$ cat config.mk
export PLATFORM = sky130hd
export DESIGN_NAME = if_fetch
export DESIGN_NICKNAME = d
export VERILOG_FILES = /design/src/rtl/if_fetch.sv
export SDC_FILE = /design/constraint.sdc
export NUM_CORES = 1
export LEC_CHECK = 0
export ABC_CLOCK_PERIOD_IN_PS = 2550
export BUFFER_PORTS_ARGS = -buffer_cell sky130_fd_sc_hd__buf_4
export CAP_MARGIN = 40
export CORE_MARGIN = 4
export CORE_UTILIZATION = 52
export DETAILED_ROUTE_END_ITERATION = 8
export GPL_TIMING_DRIVEN = 0
export HOLD_SLACK_MARGIN = 0.15
export PLACE_DENSITY = 0.79
export SYNTH_ARGS = -nofsm -noshare
export SYNTH_HDL_FRONTEND = slang
export SYNTH_SLANG_ARGS = --single-unit
$ cat constraint.sdc
create_clock -name clk -period 2.55 [get_ports clk]
set_input_delay 0.51 -clock clk [delete_from_list [all_inputs] [get_ports clk]]
set_output_delay 0.51 -clock clk [all_outputs]
set_load 0.01 [all_outputs]
$ cat src/rtl/if_fetch.sv
// Instruction-fetch stage: owns the PC, issues one outstanding memory request at a
// time and hands (pc, inst) to decode. Define IF_PREFETCH_EN to allow a request in the drain cycle.
module if_fetch #(
  parameter logic [31:0] RESET_PC = 32'h0000_0000
) (
  input  logic        clk,
  input  logic        rst,
  output logic        mem_req_o,
  output logic [31:0] mem_addr_o,
  input  logic        mem_ack_i,
  input  logic [31:0] mem_rdata_i,
  output logic        inst_valid_o,
  output logic [31:0] pc_o,
  output logic [31:0] inst_o,
  input  logic        id_ready_i,
  input  logic        jump_i,
  input  logic [31:0] jump_addr_i
);

  typedef enum logic {IDLE, REQ} state_t;

  state_t      state;
  logic [31:0] fetch_pc;
  logic        kill;

  logic        drain;
  logic        can_take;
  logic [31:0] jump_target;
  logic        unused_jump_bits;

  assign drain       = inst_valid_o && id_ready_i;
  assign jump_target = {jump_addr_i[31:2], 2'b00};
  assign unused_jump_bits = ^jump_addr_i[1:0];

`ifdef IF_PREFETCH_EN
  assign can_take = !inst_valid_o || drain;
`else
  assign can_take = !inst_valid_o;
`endif

  always_ff @(posedge clk) begin
    if (rst) begin
      state        <= IDLE;
      fetch_pc     <= RESET_PC;
      kill         <= 1'b0;
      mem_req_o    <= 1'b0;
      mem_addr_o   <= RESET_PC;
      inst_valid_o <= 1'b0;
      // NOTE: the payload registers are reset too because decode-side tooling
      // expects pc_o/inst_o to read zero out of reset, not just a cleared valid.
      pc_o         <= 32'h0;
      inst_o       <= 32'h0;
    end else begin
      // NOTE: non-blocking assignments throughout, so every branch below sees the
      // pre-edge values and the later clear of inst_valid_o on a jump wins cleanly.
      if (drain) inst_valid_o <= 1'b0;

      case (state)
        IDLE: begin
          if (jump_i) begin
            // The register is being flushed, so the target can be requested at once.
            fetch_pc   <= jump_target;
            mem_addr_o <= jump_target;
            mem_req_o  <= 1'b1;
            state      <= REQ;
          end else if (can_take) begin
            mem_addr_o <= fetch_pc;
            mem_req_o  <= 1'b1;
            state      <= REQ;
          end
        end

        REQ: begin
          if (mem_ack_i) begin
            mem_req_o <= 1'b0;
            kill      <= 1'b0;
            state     <= IDLE;
            if (jump_i) begin
              fetch_pc <= jump_target;
            end else if (!kill) begin
              inst_valid_o <= 1'b1;
              pc_o         <= fetch_pc;
              inst_o       <= mem_rdata_i;
              fetch_pc     <= fetch_pc + 32'd4;
            end
          end else if (jump_i) begin
            // The old request stays on the bus; its data is dropped when it returns.
            kill     <= 1'b1;
            fetch_pc <= jump_target;
          end
        end

        default: state <= IDLE;
      endcase

      if (jump_i) inst_valid_o <= 1'b0;
    end
  end

endmodule

==> results of run 1 <==
## metrics by stage
stage	instance area (um^2)	setup TNS, ns	worst slack (ns)
after CTS	7690	0	0.1682
after global routing	7690	0	0.004830
after global placement	7104	-0.1146	-0.04309
after floorplan	5710	0	0.3159
final	7690	0	0.1258
after detailed placement	7104	-0.1822	-0.07494
## logic make-up after synthesis
| kind of cell | Yosys count | synth area share (%) |
|---|---|---|
| compound gates | 163 | 18.51 |
| xor+xnor | 8 | 1.227 |
| fa+ha+maj | 1 | 0.2191 |
| buf+inv | 67 | 4.776 |
| flops | 132 | 46.28 |
| mux | 19 | 3.330 |
| simple gates | 319 | 25.66 |
## worst max path at each step
stage,from,end,slack (ns),cells past startpoint
3_3_place_gp,fetch_pc[2],fetch_pc[16],-0.04,6
4_1_cts,fetch_pc[3],fetch_pc[18],0.17,6
6_report,fetch_pc[3],fetch_pc[18],0.13,6
5_1_grt,fetch_pc[3],fetch_pc[16],0.005,6
2_1_floorplan,mem_ack_i,fetch_pc[16],0.32,6
3_5_place_dp,fetch_pc[3],fetch_pc[18],-0.07,6
## metal layers
layer  vias up  global-route usage (%)  part of all wire [%]  routed length, um
li1       2887                       -                     -                  -
met1      2858                   36.90                    40               8013
met2       325                   50.08                    46               9145
met3        57                   10.64                    10               1986
met4         0                   14.18                   3.6                722
met5         -                       0                     0                  0
## report_power, final
| part | internal, uW | switching, uW | total, uW |
|---|---|---|---|
| clock network | 1530 | 894 | 2420 |
| logic | 275 | 359 | 633 |
| registers | 2170 | 89.0 | 2260 |
| total | 3970 | 1340 | 5310 |
## layout by cell type (no fill, tap or decap), types with 9 or more instances in the layout
cell type  count
a211oi_1      23
a21oi_1       76
a311oi_1      20
buf_4        164
clkbuf_1      56
clkbuf_16     16
dfxtp_1      132
mux2i_1       19
nand2_1      170
nand3_1       11
nand4_1       10
nor2_1        58
nor3_1         9
o31ai_1       11
or3_1          9
or4_1         12
## state kept, by name, summed over array words and instances (netlist names)
| signal | cells |
|---|---|
| fetch_pc | 32 |
| inst_o | 32 |
| mem_addr_o | 32 |
| pc_o | 32 |
| inst_valid_o | 1 |
| kill | 1 |
| mem_req_o | 1 |
| state | 1 |
## worst max-delay path: stages (launching register included)
cell and delay, ns:
dfxtp_1 0.47, ha_1 0.30, nand4_1 0.19, or4_4 0.45, buf_6 0.15, or4_1 0.49
a311oi_1 0.27
## area by class of cell
class | count | share of cell area [%]
Tap cell | 136 | 2.213
Clock buffer | 21 | 5.841
Buffer | 63 | 3.352
Sequential cell | 132 | 34.36
Multi-Input combinational cell | 510 | 36.35
Timing Repair Buffer | 164 | 16.01
Inverter | 4 | 0.1952
Clock inverter | 9 | 1.676
==> flow_summary_export.csv, run 1 <==
group,metric,value,unit
pwr,leakagePower,0.003059,uW
worst_setup_path,reg2reg_setup_slack,0.13,ns
sta,worst_slew_pin_slew,0.7946,ns
sta,fmax,412.5,MHz
routing,wl,19870,um
clocking,clockRootBuffer,"clkbuf_8",
synthesis,synth_area_leader_cell,"dfxtp_1",
synthesis,yosysWarnings,0,
placed_design,hpwl,14400,um
clocking,insertion_delay,0.54,ns
synthesis,synth_fp_nets,779,
placed_design,port_buffers,163,
routing,final_antenna_net_count,0,
sta,fin_crit_sh,95.07,%
synthesis,netlist_area,5710,um^2
die,core_area,10510,um^2
final_layout,n_fill_cell,799,
sta,finalSetupViolCount,0,
worst_setup_path,r2r_cells,6,
clocking,cts_num_sinks,132,
synthesis,yosysSeqAreaShare,46.28,%
die,io_pins,167,
final_layout,antenna_cells,0,
pwr,p_per_area,690.6,nW/um^2
synthesis,avgSynthCellArea,8.054,um^2
routing,viasPerCell,5.897,
placed_design,gp_congestion,0.9583,
synthesis,synth-edff-count,0,
synthesis,synth_cell_types,53,
routing,drt_iter0_markers,591,
clocking,post_cts_buffers,1,
clocking,numCtsBuffers,17,
worst_hold_path,hp-start,"mem_rdata_i[13]",
synthesis,synthCells,709,
worst_setup_path,critPathRequiredTime,2.99,ns
worst_setup_path,cp.arrival,2.86,ns
final_layout,layout.cells.non_filler,1039,
final_layout,area_delta_synth_final,34.66,%
die,start_util,54.34,%
sta,fin_hold_ws,0.2195,ns
final_layout,nNetsFinal,962,
run,cap_violations,0,
synthesis,synth-seq-cells,132,
pwr,total_power,5311,uW
worst_hold_path,min_path_cells,3,
final_layout,drive_gt1_share,22.81,%
clocking,cts_tree,"yes",
global_routing,grt_pass1_wl,31040,um
routing,first_pass_iters,7,
clocking,clk_pin_slew,0.06,ns
sta,hold_violations,0,
final_layout,regArea,2643,um^2
sta,slew_viol_final,0,
final_layout,multiInputGateArea,2795,um^2
synthesis,synth_area_leaders,"dfxtp_1 (46%), nand2_1 (11%), a21oi_1 (6.7%)",
global_routing,antenna_found_initial,0,
outcome,status,"finished clean",
die,die_y,112.8,um
global_routing,grt_max_degree,17,
routing,vias,6127,
synthesis,synthTopCellsByCount,"nand2_1 (170), dfxtp_1 (132), a21oi_1 (76)",
die,dieArea,12720,um^2
routing,route.detailed.drc,0,
worst_hold_path,hp-class,"input port to register",
global_routing,globalRouteTotalUtil,30.89,%
worst_setup_path,worstSetupPathType,"register to register",
worst_setup_path,worstPathMaxFanout,10,
placed_design,dp.cells,1008,
worst_hold_path,min_to,"inst_o[13]",
sta,slew-limit-headroom,47.03,%
die,rows,37,
global_routing,overflow,0,
routing,wire_per_inst,19.12,um
clocking,cts_resized,0,
worst_setup_path,rr_endpoint,"fetch_pc[18]",
pwr,vdd_drop_max,0.5661,mV
clocking,postCtsHoldBufs,0,
die,die_w,112.8,um
worst_setup_path,r2r-start,"fetch_pc[3]",
synthesis,synth_ff_type,"dfxtp_1",
worst_setup_path,critPathLaunchType,"register",
sta,fin_crit,2.424,ns
clocking,cts_max_path_buffers,2,
synthesis,synth_top_area_share,46.28,%
final_layout,final_util,73.18,%
sta,skew,0.007356,ns
worst_setup_path,endpoint_kind,"register",
synthesis,async_flop_share,0,%
clocking,cts_max_level,4,
sta,grt_setup_unrepaired,"no",
global_routing,grt_pass1_vias,6036,
synthesis,post-synth-top-count-cell,"nand2_1",
No activity file was read; power rests on OpenSTA's default activity.
==> inputs of run 2 (changes only) <==
- ABC_AREA: default -> 1
- CORE_UTILIZATION: 52 -> 53
- PLACE_DENSITY: 0.79 -> 0.81
==> run 2 against run 1 <==
Final area grew 7.6%. Flip-flop and latch count is the same. Global-route usage grew 0.80 points. Via count grew 14%. Critical path depth grew 4. Combinational power grew 32%. Sequential power grew 2%. Clock power grew 23%. Setup slack gained 0.54 ns. Count of clock-buffer cells in the layout shrank 3. Maximum frequency grew 28%. First-iteration DRC count grew 42%.
==> flow_summary_export.csv, run 2 <==
group,metric,value,unit
die,core_area,11420,um^2
clocking,cts_max_path_buffers,2,
sta,tns,0,ns
routing,viasPerCell,5.706,
clocking,postCtsHoldBufs,0,
clocking,cts_max_level,4,
die,dieArea,13410,um^2
synthesis,synth_area_leaders,"dfxtp_1 (43%), nor2_1 (11%), o21ai_0 (9.6%)",
worst_setup_path,max_stage_delay,0.44,ns
sta,hold_violations,0,
routing,route.detailed.drc,0,
worst_hold_path,hp-class,"input port to register",
synthesis,synthCells,887,
clocking,clk_pin_slew,0.06,ns
clocking,insertion_delay,0.43,ns
final_layout,area_delta_synth_final,34.31,%
worst_setup_path,worstPathMaxFanout,7,
synthesis,synthTopCellsByCount,"nor2_1 (185), dfxtp_1 (132), nand2_1 (119)",
worst_hold_path,min_path_cells,3,
global_routing,grt_pass1_wl,32900,um
synthesis,async_flop_share,0,%
synthesis,netlist_area,6160,um^2
worst_setup_path,worstSetupPathType,"register to register",
clocking,cts_resized,0,
worst_setup_path,path_cells,"ha_1, nand2_2, nor2_4, nand3_1, nor2_1, nand2_1, nand2_1, nand3_1, nand2_1, a21oi_1",
synthesis,yosysSeqAreaShare,42.90,%
sta,grt_setup_unrepaired,"no",
clocking,cts_tree,"yes",
worst_setup_path,crit_top_cell,"nand2_1",
sta,slew_viol_final,0,
routing,m1WireLength,8300,um
outcome,status,"finished clean",
pwr,vdd_drop_max,0.6919,mV
routing,drt_iter0_markers,841,
worst_setup_path,critPathRequiredTime,2.83,ns
worst_hold_path,hp-start,"mem_rdata_i[16]",
routing,first_pass_iters,7,
final_layout,antenna_cells,0,
worst_setup_path,cpMaxStageDelayCell,"dfxtp_1",
pwr,p_per_area,739.7,nW/um^2
global_routing,grt_max_degree,17,
synthesis,synth-seq-cells,132,
final_layout,final_cell_mix,"nor2_1 (185), buf_4 (165), dfxtp_1 (132)",
synthesis,synth_cell_types,30,
sta,fmax,529.5,MHz
routing,vias,6979,
routing,highest_layer,"met4",
final_layout,n_fill_cell,964,
global_routing,antenna_found_initial,0,
final_layout,multiInputGateArea,2958,um^2
placed_design,hpwl,15590,um
clocking,post_cts_buffers,0,
synthesis,post-synth-top-count-cell,"nor2_1",
synthesis,synth_fp_nets,957,
global_routing,overflow,0,
sta,fin_crit_sh,74.06,%
worst_setup_path,endpoint_kind,"register",
synthesis,synth_ff_type,"dfxtp_1",
worst_setup_path,rr_endpoint,"fetch_pc[30]",
pwr,leakagePower,0.003710,uW
sta,fin_crit,1.889,ns
final_layout,drive_gt1_share,22.41,%
synthesis,synth_top_area_share,42.90,%
die,start_util,53.94,%
placed_design,port_buffers,162,
worst_setup_path,critPathLaunchType,"register",
final_layout,regArea,2643,um^2
global_routing,grt_pass1_vias,6432,
routing,met2_length,9673,um
worst_setup_path,r2r-start,"fetch_pc[3]",
worst_setup_path,cp.arrival,2.17,ns
die,io_pins,167,
worst_setup_path,r2r_cells,10,
die,die_w,115.8,um
die,rows,39,
clocking,cts_num_sinks,132,
sta,skew,0.007188,ns
clocking,clockRootBuffer,"clkbuf_16",
routing,final_antenna_net_count,0,
global_routing,globalRouteTotalUtil,31.69,%
synthesis,synth-edff-count,0,
worst_setup_path,reg2reg_setup_slack,0.66,ns
sta,fin_hold_ws,0.3035,ns
sta,finalSetupViolCount,0,
sta,worst_slew_pin_slew,0.6995,ns
routing,routed-wl-met3,2847,um
routing,wl,21580,um
placed_design,gp_congestion,0.9888,
synthesis,avgSynthCellArea,6.944,um^2
synthesis,yosysWarnings,0,
sta,slew-limit-headroom,53.36,%
synthesis,synth_area_leader_cell,"dfxtp_1",
die,die_y,115.8,um
run,cap_violations,0,
worst_hold_path,min_to,"inst_o[16]",
routing,wire_per_inst,17.65,um
clocking,numCtsBuffers,17,
final_layout,nNetsFinal,1138,
final_layout,final_common_cell,"nor2_1",
-- run 2: cell families after synthesis --
kind of cell	after synthesis	share of synthesized area, %
and+or+nand+nor	398	27.61
buffers and inverters	132	9.080
DFF	132	42.90
adders and majority gates	1	0.2031
AOI/OAI and AO/OA	224	20.21
-- run 2: stage by stage --
stage	area (um^2)	total power, uW	utilization, %	instances	setup slack [ns]
finish	8273	6120	72.45	1223	0.6613
global route	8273	6301	72.45	1223	0.4977
detailed placement	7555	3151	66.16	1192	0.5139
CTS	8273	6112	72.45	1223	0.7279
floorplan	6160	2758	-	887	1.005
global placement	7555	3140	66.16	1192	0.5124
-- run 2: layout make-up --
| type | instances | area share, % |
|---|---|---|
| well taps | 143 | 2.163 |
| flip-flops and latches | 132 | 31.94 |
| plain buffers | 59 | 3.448 |
| clock buffers | 18 | 5.309 |
| multi-input cells | 623 | 35.75 |
| repair buffers | 162 | 14.70 |
| clock inverters | 13 | 3.373 |
| inverters | 73 | 3.312 |
-- run 2: how the worst max path moves through the flow --
stage	startpoint	to	slack [ns]	cells past startpoint
after floorplan	jump_i	mem_addr_o[25]	1.00	7
after global placement	jump_i	fetch_pc[19]	0.51	6
after detailed placement	jump_i	fetch_pc[19]	0.51	6
after CTS	fetch_pc[3]	fetch_pc[30]	0.73	10
after global routing	fetch_pc[3]	fetch_pc[30]	0.50	10
final	fetch_pc[3]	fetch_pc[30]	0.66	10
-- run 2: power breakdown --
group | internal (uW) | switching, uW | total, uW
registers | 2200 | 100 | 2300
logic | 337 | 499 | 836
clock network | 2050 | 932 | 2980
total | 4590 | 1530 | 6120
-- run 2: metal layers --
layer | global-route usage [%] | vias to the layer above
met4 | 13.15 | 0
met5 | 0 | -
met1 | 40.46 | 3083
met2 | 49.48 | 491
met3 | 10.44 | 82
li1 | - | 3323
-- run 2: worst max-delay path, delay by kind of cell, from the launching register on --
kind / cells / cell delay (ns)
compound gates: 1 / 0.06
simple gates: 8 / 1.01
flops: 1 / 0.44
fa+ha+maj: 1 / 0.24
